<file path="src/rtl/fs_pkg.sv">
// rtl/fs_pkg.sv - shared states, opcodes and select positions for the fetch sequencer
package fs_pkg;

  localparam logic [2:0] ST_IDLE   = 3'd0;
  localparam logic [2:0] ST_RSTPC  = 3'd1;
  localparam logic [2:0] ST_FETCH  = 3'd2;
  localparam logic [2:0] ST_EXEC   = 3'd3;
  localparam logic [2:0] ST_DMEM   = 3'd4;
  localparam logic [2:0] ST_ADV    = 3'd5;
  localparam logic [2:0] ST_HALTED = 3'd6;

  localparam logic [3:0] OP_NOP  = 4'h0;
  localparam logic [3:0] OP_JREL = 4'h1;
  localparam logic [3:0] OP_JABS = 4'h2;
  localparam logic [3:0] OP_JR   = 4'h3;
  localparam logic [3:0] OP_BZ   = 4'h4;
  localparam logic [3:0] OP_LDM  = 4'h5;
  localparam logic [3:0] OP_HALT = 4'hF;

  localparam int SEL_W       = 5;
  localparam int SEL_RESETPC = 0;
  localparam int SEL_PCPLUSI = 1;
  localparam int SEL_PCPLUS1 = 2;
  localparam int SEL_IPLUS0  = 3;
  localparam int SEL_RPLUS0  = 4;

  typedef enum logic [1:0] {
    NK_FETCH = 2'd0,
    NK_DMEM  = 2'd1,
    NK_HALT  = 2'd2
  } next_kind_t;

  function automatic logic [SEL_W-1:0] onehot(input int pos);
    logic [SEL_W-1:0] v;
    v = '0;
    v[pos] = 1'b1;
    return v;
  endfunction

endpackage

</file>
<file path="src/rtl/fs_decode.sv">
// rtl/fs_decode.sv - opcode and zero flag to addressing-unit select, PC load and next step
module fs_decode
  import fs_pkg::*;
(
  input  logic [3:0]       opcode,
  input  logic             zero_flag,
  output logic [SEL_W-1:0] sel,
  output logic             pcen,
  output next_kind_t       next_kind
);

  // Unknown opcodes fall through to the NOP behaviour.
  always_comb begin
    sel       = onehot(SEL_PCPLUS1);
    pcen      = 1'b1;
    next_kind = NK_FETCH;
    case (opcode)
      OP_JREL: sel = onehot(SEL_PCPLUSI);
      OP_JABS: sel = onehot(SEL_IPLUS0);
      OP_JR:   sel = onehot(SEL_RPLUS0);
      OP_BZ:   sel = zero_flag ? onehot(SEL_PCPLUSI) : onehot(SEL_PCPLUS1);
      OP_LDM: begin
        sel       = onehot(SEL_RPLUS0);
        pcen      = 1'b0;
        next_kind = NK_DMEM;
      end
      OP_HALT: begin
        sel       = '0;
        pcen      = 1'b0;
        next_kind = NK_HALT;
      end
      default: ;
    endcase
  end

endmodule

</file>
<file path="src/rtl/fetch_sequencer.sv">
// rtl/fetch_sequencer.sv - fetch/execute sequencer driving the addressing unit selects
module fetch_sequencer
  import fs_pkg::*;
#(
  parameter int DATA_W   = 16,
  parameter int IMM_W    = 8,
  parameter int WAIT_MAX = 15
) (
  input  logic              clk,
  input  logic              rst_n,
  input  logic              start,
  input  logic              zero_flag,
  input  logic              mem_ready,
  input  logic [DATA_W-1:0] mem_data,
  output logic              mem_rd,
  output logic              ResetPC,
  output logic              PCplusI,
  output logic              PCplus1,
  output logic              Iplus0,
  output logic              Rplus0,
  output logic              PCenable,
  output logic [IMM_W-1:0]  Iside,
  output logic [DATA_W-1:0] ir,
  output logic [DATA_W-1:0] ld_data,
  output logic              halted,
  output logic              bus_err
);

  localparam int CNT_W = $clog2(WAIT_MAX + 1);

  logic [2:0]       state;
  logic [CNT_W-1:0] wait_cnt;
  logic [SEL_W-1:0] dec_sel;
  logic [SEL_W-1:0] sel;
  logic             dec_pcen;
  next_kind_t       dec_kind;
  logic             waiting;
  logic             timeout;

  fs_decode u_decode (
    .opcode    (ir[DATA_W-1 -: 4]),
    .zero_flag (zero_flag),
    .sel       (dec_sel),
    .pcen      (dec_pcen),
    .next_kind (dec_kind)
  );

  assign mem_rd  = (state == ST_FETCH) || (state == ST_DMEM);
  assign halted  = (state == ST_HALTED);
  assign waiting = mem_rd && !mem_ready;
  // A ready arriving on the last allowed cycle is not a wait cycle, so it beats the timeout.
  assign timeout = waiting && (wait_cnt == CNT_W'(WAIT_MAX - 1));

  always_comb begin
    sel      = '0;
    PCenable = 1'b0;
    case (state)
      ST_RSTPC: begin
        sel      = onehot(SEL_RESETPC);
        PCenable = 1'b1;
      end
      ST_EXEC: begin
        sel      = dec_sel;
        PCenable = dec_pcen;
      end
      ST_DMEM: sel = onehot(SEL_RPLUS0);
      ST_ADV: begin
        sel      = onehot(SEL_PCPLUS1);
        PCenable = 1'b1;
      end
      default: ;
    endcase
  end

  assign ResetPC = sel[SEL_RESETPC];
  assign PCplusI = sel[SEL_PCPLUSI];
  assign PCplus1 = sel[SEL_PCPLUS1];
  assign Iplus0  = sel[SEL_IPLUS0];
  assign Rplus0  = sel[SEL_RPLUS0];

  always_ff @(posedge clk or negedge rst_n) begin
    if (!rst_n) begin
      state    <= ST_IDLE;
      wait_cnt <= '0;
      ir       <= '0;
      Iside    <= '0;
      ld_data  <= '0;
      bus_err  <= 1'b0;
    end else begin
      if (waiting && !timeout) wait_cnt <= wait_cnt + 1'b1;
      else                     wait_cnt <= '0;

      case (state)
        ST_IDLE, ST_HALTED: begin
          if (start) begin
            state   <= ST_RSTPC;
            bus_err <= 1'b0;
          end
        end
        ST_RSTPC: state <= ST_FETCH;
        ST_FETCH: begin
          if (mem_ready) begin
            ir    <= mem_data;
            Iside <= mem_data[IMM_W-1:0];
            state <= ST_EXEC;
          end else if (timeout) begin
            bus_err <= 1'b1;
            state   <= ST_HALTED;
          end
        end
        ST_EXEC: begin
          case (dec_kind)
            NK_DMEM: state <= ST_DMEM;
            NK_HALT: state <= ST_HALTED;
            default: state <= ST_FETCH;
          endcase
        end
        ST_DMEM: begin
          if (mem_ready) begin
            ld_data <= mem_data;
            state   <= ST_ADV;
          end else if (timeout) begin
            bus_err <= 1'b1;
            state   <= ST_HALTED;
          end
        end
        ST_ADV:  state <= ST_FETCH;
        default: state <= ST_IDLE;
      endcase
    end
  end

endmodule
</file>
<file path="config.mk">
export PLATFORM = sky130hd
export DESIGN_NAME = fetch_sequencer
export DESIGN_NICKNAME = d
export VERILOG_FILES = /design/src/rtl/fs_pkg.sv /design/src/rtl/fs_decode.sv /design/src/rtl/fetch_sequencer.sv
export SDC_FILE = /design/constraint.sdc
export NUM_CORES = 1
export LEC_CHECK = 0
export CORE_ASPECT_RATIO = 1.2
export CORE_MARGIN = 2
export CORE_UTILIZATION = 45
export CTS_BUF_LIST = sky130_fd_sc_hd__clkbuf_2
export DETAILED_ROUTE_END_ITERATION = 12
export GPL_ROUTABILITY_DRIVEN = 0
export PLACE_DENSITY = 0.79
export SYNTH_ARGS = -nofsm -noshare
export SYNTH_HDL_FRONTEND = slang
export SYNTH_SLANG_ARGS = --single-unit
</file>
<file path="constraint.sdc">
create_clock -name clk -period 1.8 [get_ports clk]
set_input_delay 0.36 -clock clk [delete_from_list [all_inputs] [get_ports clk]]
set_output_delay 0.36 -clock clk [all_outputs]
set_load 0.02 [all_outputs]
</file>
==> results of run 1 <==
[worst max path at each step]
stage / start / endpoint / slack, ns
finish: ir[13] / PCplus1 / -0.14
floorplan: ir[12] / PCplus1 / 0.007
global placement: zero_flag / PCplusI / -0.36
global route: ir[13] / PCplus1 / -0.27
CTS: ir[13] / PCplus1 / -0.16
detailed placement: zero_flag / PCplusI / -0.41
[synthesized netlist by cell type (2+ instances only)]
| cell type | n | area (um^2) |
|---|---|---|
| nor3b_1 | 2 | 15.01 |
| mux2i_1 | 2 | 20.02 |
| nand3b_1 | 2 | 15.01 |
| ha_1 | 4 | 50.05 |
| a21boi_0 | 2 | 15.01 |
| mux2_2 | 26 | 292.8 |
| and3b_1 | 2 | 17.52 |
| buf_4 | 9 | 67.56 |
| nand3_1 | 2 | 10.01 |
| a21oi_1 | 8 | 40.04 |
| nor2_1 | 7 | 26.28 |
| clkbuf_1 | 4 | 15.01 |
| inv_1 | 5 | 18.77 |
| dfrtp_1 | 40 | 1001 |
| mux2_1 | 5 | 56.30 |
| nand2b_1 | 2 | 12.51 |
| o21ai_0 | 3 | 15.01 |
| buf_6 | 2 | 22.52 |
| nor3_1 | 3 | 15.01 |
| nand2_1 | 6 | 22.52 |
[per-stage QoR]
stage                     cells  instance area (um^2)  hold slack (ns)  utilization, %  setup WS, ns
after floorplan             151                  1882          0.06441               -      0.006931
after global placement      277                  2690           0.3190           67.72       -0.3642
after global routing        292                  2869           0.4388           72.22       -0.2672
after detailed placement    277                  2690           0.3309           67.72       -0.4095
after CTS                   289                  2753           0.4274           69.29       -0.1591
final                       292                  2869           0.4299           72.22       -0.1426
[final cells by class]
cell class	instances	share of cell area (%)
multi-input combinational	91	27.69
tap	54	2.355
sequential	40	34.98
clock buffer	6	1.047
inverter	5	0.6542
timing repair buffer	95	33.10
clock inverter	1	0.1744
[layer usage]
metal  vias to the layer above  GRT usage, %
met3                         4         8.072
met5                         -             0
li1                        695             -
met2                        64         38.30
met1                       728         20.02
met4                         0         7.160
[power groups by stage]
stage                     logic, mW  registers (mW)  clock network (mW)
after global placement         2.59            1.49                   0
after floorplan                1.09            1.86                   0
after detailed placement       2.66            1.52                   0
final                          2.68            1.51               0.357
after global routing           2.84            1.56               0.412
after CTS                      2.64            1.52               0.375
[sequential cells by signal (all words and copies together) (netlist names)]
signal	count
bus_err	1
Iside	7
state	3
wait_cnt	4
ld_data	16
ir	9
[worst max-delay path, delay by kind of cell, from the launching register on]
family	cells	cell delay, ns
flops	1	0.50
compound gates	3	0.36
simple gates	1	0.19
buf+inv	1	0.16
[cell families after synthesis]
logic type,Yosys count,synth area share [%]
flip-flops,40,53.37
AND/OR/NAND/NOR,35,11.34
multiplexers,33,19.68
buffers and inverters,20,6.604
AO/OA/AOI/OAI,17,5.404
adder cells (fa/ha/maj),4,2.669
XOR/XNOR,2,0.9341
[what timing repair did]
| item | in CTS | in global routing |
|---|---|---|
| endpoints found under the setup margin | 17 | 42 |
| setup buffers | 4 | 3 |
| pin swaps | 5 | 3 |
| resized for setup | 55 | 35 |
| endpoints found under the hold margin | 20 | 0 |
| hold buffers | 1 | 0 |
==> reports/metrics.cfg, run 1 <==
[status]
status = finished, violations left
violations = negative setup slack

[timing]
relSlewSlack_pct = 69.92
rsz0062_at_grt = yes
fin_skew_ns = 0.01065
setup_ws_ns = -0.1426
fmax_ghz = 0.5148
fin_tns_setup_ns = -0.5382
final_max_slew_viol_count = 0
hold_violations = 0
worst_pin_slew_ns = 0.4513
post-route-period-util_pct = 107.9
fin_crit_ns = 1.943
setup_viol = 5

[power]
internal_power_mw = 2.688
power.switching_mw = 1.855
p_leak_nw = 1.572
p_clk_share_pct = 7.9
power_frac_seq_pct = 33.2
comb_power_share_pct = 59.0
p_sw_share_pct = 40.82
powerDensity_nw_per_um2 = 1583
finalPower_mw = 4.543
irDropWorstVdd_uv = 842.5

[synthesis]
syn_area_um2 = 1876
synthFlopType = dfrtp_1
ys_warn_count = 0
syn_nets = 176
ys_seq_elements = 40
syn_avg_cell_area_um2 = 12.42
syn_inst = 151
synth_cell_types = 35
synth-edff-count = 0
synthArstFlopShare_pct = 100.0
seq_area_frac_synth_pct = 53.37

[worst_setup_path]
cp_slowest_cell = dfrtp_2
cp_cell_sequence = and3_1 -> a21oi_2 -> o221ai_1 -> a21boi_1 -> buf_4
worstPathRequired_ns = 1.44
regToRegSetupSlack_ns = 0.03
r2r_cells = 6
max_stage_delay_ns = 0.50
r2r-end = ld_data[14]
worstPathMaxFanout = 7
crit_path_end_kind = primary output
r2r-start = state[1]
arrival_ns = 1.58
criticalPathCategory = flip-flop to primary output
startpoint_type = flip-flop

[final_layout]
nNetsFinal = 263
layout_common_cells = dfrtp_1, buf_4, dlymetal6s2s_1
final_layout_size_suffix_gt1_share_pct = 34.03
ff_latch_area_um2 = 1003
syn_to_final_growth_pct = 52.97
fill_cells = 293
layout_commonest_cell = dfrtp_1
multiInputGateArea_um2 = 794.5
diodes = 0

[route]
wl_per_cell_um = 15.81
drcViolationCount = 0
drtIter0Drc = 66
drtPass1Iterations = 4
wl_met1_um = 1663
routed.top_layer = met4
vias_per_cell = 5.106
postRouteAntennaNets = 0
num_vias = 1491
met3_length_um = 417
routed_wl_um = 4616
wl_met2_um = 2498

[global_routing]
antenna_found_initial = 0
overflow = 0
grt_pass1_wl_um = 7272
grt_pass1_vias = 1633
grt_max_degree = 22
track_usage_pct = 20.13

[clock_network]
clock-sinks = 40
numCtsBuffers = 5
cts_tree = done
clock_latency_ns = 0.38
cts.path.max_buffers = 2
cts.clk_slew.worst_paths_ns = 0.18
h-tree-depth = 2
root_buffer = clkbuf_2

[floorplanning]
dieArea_um2 = 4703
num_io_pins = 70
fp.dieH_um = 74.72
start_util_pct = 47.21
rows = 25
die_x_um = 62.94
core-area_um2 = 3973

[worst_hold_path]
min_path_type = input pin to async pin

[placed_design]
dp_hpwl_um = 3364
io_buffers = 69

[run]
maxCapViolCount = 0

Note: power is estimated with default switching activity, not from simulation.
==> run 2, diff against run 1 <==
CORE_MARGIN = default   (was 2)
==> run 2 against run 1 <==
  * The flow still finishes with violations (negative setup slack)
  * Largest power group unchanged
  * Power grew 3.5%
  * Die area shrank 5.8%
  * Fmax shrank 4.6%
  * Sequential share of layout area shrank 0.54 points
  * Final cell count grew 1.4%
  * Critical path type unchanged
==> reports/metrics.cfg, run 2 (same netlist as run 1, synthesis figures left out) <==
[timing]
final_max_slew_viol_count = 0  ; unchanged
relSlewSlack_pct = 72.59  ; +2.7 points
fin_tns_setup_ns = -1.065  ; -0.5268 ns
worst_pin_slew_ns = 0.4111  ; -0.04015 ns
hold_violations = 0  ; unchanged
fin_crit_ns = 2.036  ; +0.09313 ns
fmax_ghz = 0.4912  ; -4.6%
setup_ws_ns = -0.2358  ; -0.09313 ns
hold_ws_ns = 0.4316  ; +0.001667 ns
post-route-period-util_pct = 113.1  ; +5.2 points
rsz0062_at_grt = yes
setup_viol = 6  ; +1
fin_skew_ns = 0.005398  ; -0.005255 ns

[floorplanning]
num_io_pins = 70  ; unchanged
rows = 25  ; unchanged
die_x_um = 60.94  ; -3.2%
start_util_pct = 47.21  ; unchanged
fp.dieH_um = 72.72  ; -2.7%
core-area_um2 = 3973  ; unchanged
dieArea_um2 = 4431  ; -5.8%

[global_routing]
grt_pass1_vias = 1534  ; -6.1%
antenna_found_initial = 0  ; unchanged
overflow = 0  ; unchanged
grt_pass1_wl_um = 6955  ; -4.4%
grt_max_degree = 25  ; +14%
track_usage_pct = 21.58  ; +1.4 points

[final_layout]
nNetsFinal = 266  ; +1.1%
multiInputGateArea_um2 = 785.8  ; -1.1%
fill_cells = 286  ; -2.4%
ff_latch_area_um2 = 1002  ; -0.12%
regMostFlops = ld_data
syn_to_final_growth_pct = 55.17
reg_top3 = ld_data x16, ir x9, Iside x7
final_area_um2 = 2910  ; +1.4%
diodes = 0  ; unchanged
largest_reg_flops = 16  ; unchanged
layout.cells.non_filler = 296  ; +1.4%
layout_commonest_cell = dfrtp_1
final_layout_size_suffix_gt1_share_pct = 33.06  ; -0.98 points
layout_common_cells = dfrtp_1, dlymetal6s2s_1, mux2_2

[placed_design]
postPlaceCellArea_um2 = 2693  ; about the same
place_inst = 279  ; +0.72%
io_buffers = 69  ; unchanged
dp_hpwl_um = 3267  ; -2.9%

[route]
vias_per_cell = 5.088  ; -0.36%
wl_met2_um = 2313  ; -7.4%
drtPass1Iterations = 4  ; unchanged
num_vias = 1506  ; +1.0%
postRouteAntennaNets = 0  ; unchanged
drtIter0Drc = 87  ; +32%
routed.top_layer = met4
wl_per_cell_um = 15.12  ; -4.3%
wl_met1_um = 1766  ; +6.2%
drcViolationCount = 0  ; unchanged
met3_length_um = 326  ; -22%
routed_wl_um = 4476  ; -3.0%

[clock_network]
cts_tree = done
cts.clk_slew.worst_paths_ns = 0.18  ; about the same
clock-sinks = 40  ; unchanged
h-tree-depth = 2  ; unchanged
numCtsBuffers = 5  ; unchanged
root_buffer = clkbuf_2
cts.path.max_buffers = 2  ; unchanged
clock_latency_ns = 0.38  ; about the same

[status]
status = finished, violations left
violations = negative setup slack

[worst_setup_path]
regToRegSetupSlack_ns = 0.06  ; +0.03 ns
arrival_ns = 1.68  ; +0.10 ns
r2r_cells = 6  ; unchanged
crit_path_end_kind = primary output
r2r-end = ld_data[0]
r2r-start = state[1]
startpoint_type = flip-flop
worstPathMaxFanout = 5  ; -2
worstPathRequired_ns = 1.44  ; about the same
criticalPathCategory = flip-flop to primary output

[power]
irDropWorstVdd_uv = 921.8  ; +9.4%
p_leak_nw = 1.608  ; +2.3%
powerDensity_nw_per_um2 = 1615  ; +2.0%

[worst_hold_path]
min_path_type = input pin to async pin

[run]
maxCapViolCount = 0  ; unchanged

run 2: changes by cell type in the layout (fill, tap and decap cells not counted), sizes merged:
cell           change
bufinv             +1
clkinv             +1
clkdlybuf4s50      -1
buf                +2
dlymetal6s2s       +1
run 2: repair_timing:
item / in CTS / in global routing
hold endpoints to repair: 16 / 0
pin swaps: 4 / 4
gates resized for setup: 48 / 40
endpoints found under the setup margin: 17 / 47
hold buffers: 1 / 0
setup buffers: 5 / 3
run 2: power by group:
group | switching (mW) | leakage [nW] | internal, mW
Combinational | 1.32 | 1.07 | 1.36
Clock | 0.274 | 0.0380 | 0.227
Sequential | 0.270 | 0.496 | 1.24
run 2: layout make-up:
class                      count  area share, %
timing repair buffer          98          33.45
sequential                    40          34.44
multi-input combinational     91          27.00
clock inverter                 3          1.290
clock buffer                   5         0.8598
inverter                       5         0.6449
tap                           54          2.322
run 2: worst max path at each step:
stage	start	to	slack, ns
after floorplan	ir[12]	PCplus1	0.007
after global placement	zero_flag	PCplusI	-0.37
after detailed placement	zero_flag	PCplusI	-0.47
after CTS	ir[13]	PCenable	-0.19
after global routing	ir[14]	PCplus1	-0.36
final	ir[14]	PCplusI	-0.24
run 2: critical path: stages (launching register included):
cell	delay, ns
dfrtp_1	0.46
inv_1	0.14
nor3b_2	0.22
a21oi_1	0.07
nor3_1	0.20
buf_2	0.22
run 2: metrics by stage:
step | worst slack, ns | util (%) | total power, mW
final | -0.2358 | 73.26 | 4.700
after global routing | -0.3620 | 73.26 | 4.965
after floorplan | 0.006931 | - | 2.951
after global placement | -0.3718 | 67.78 | 4.062
after CTS | -0.1857 | 69.98 | 4.663
after detailed placement | -0.4680 | 67.78 | 4.164
run 2: metal layers:
metal  GRT usage, %  vias up
met5              0        -
met3          6.915        7
met2          38.10       65
met1          23.64      732
met4          8.081        0
li1               -      702
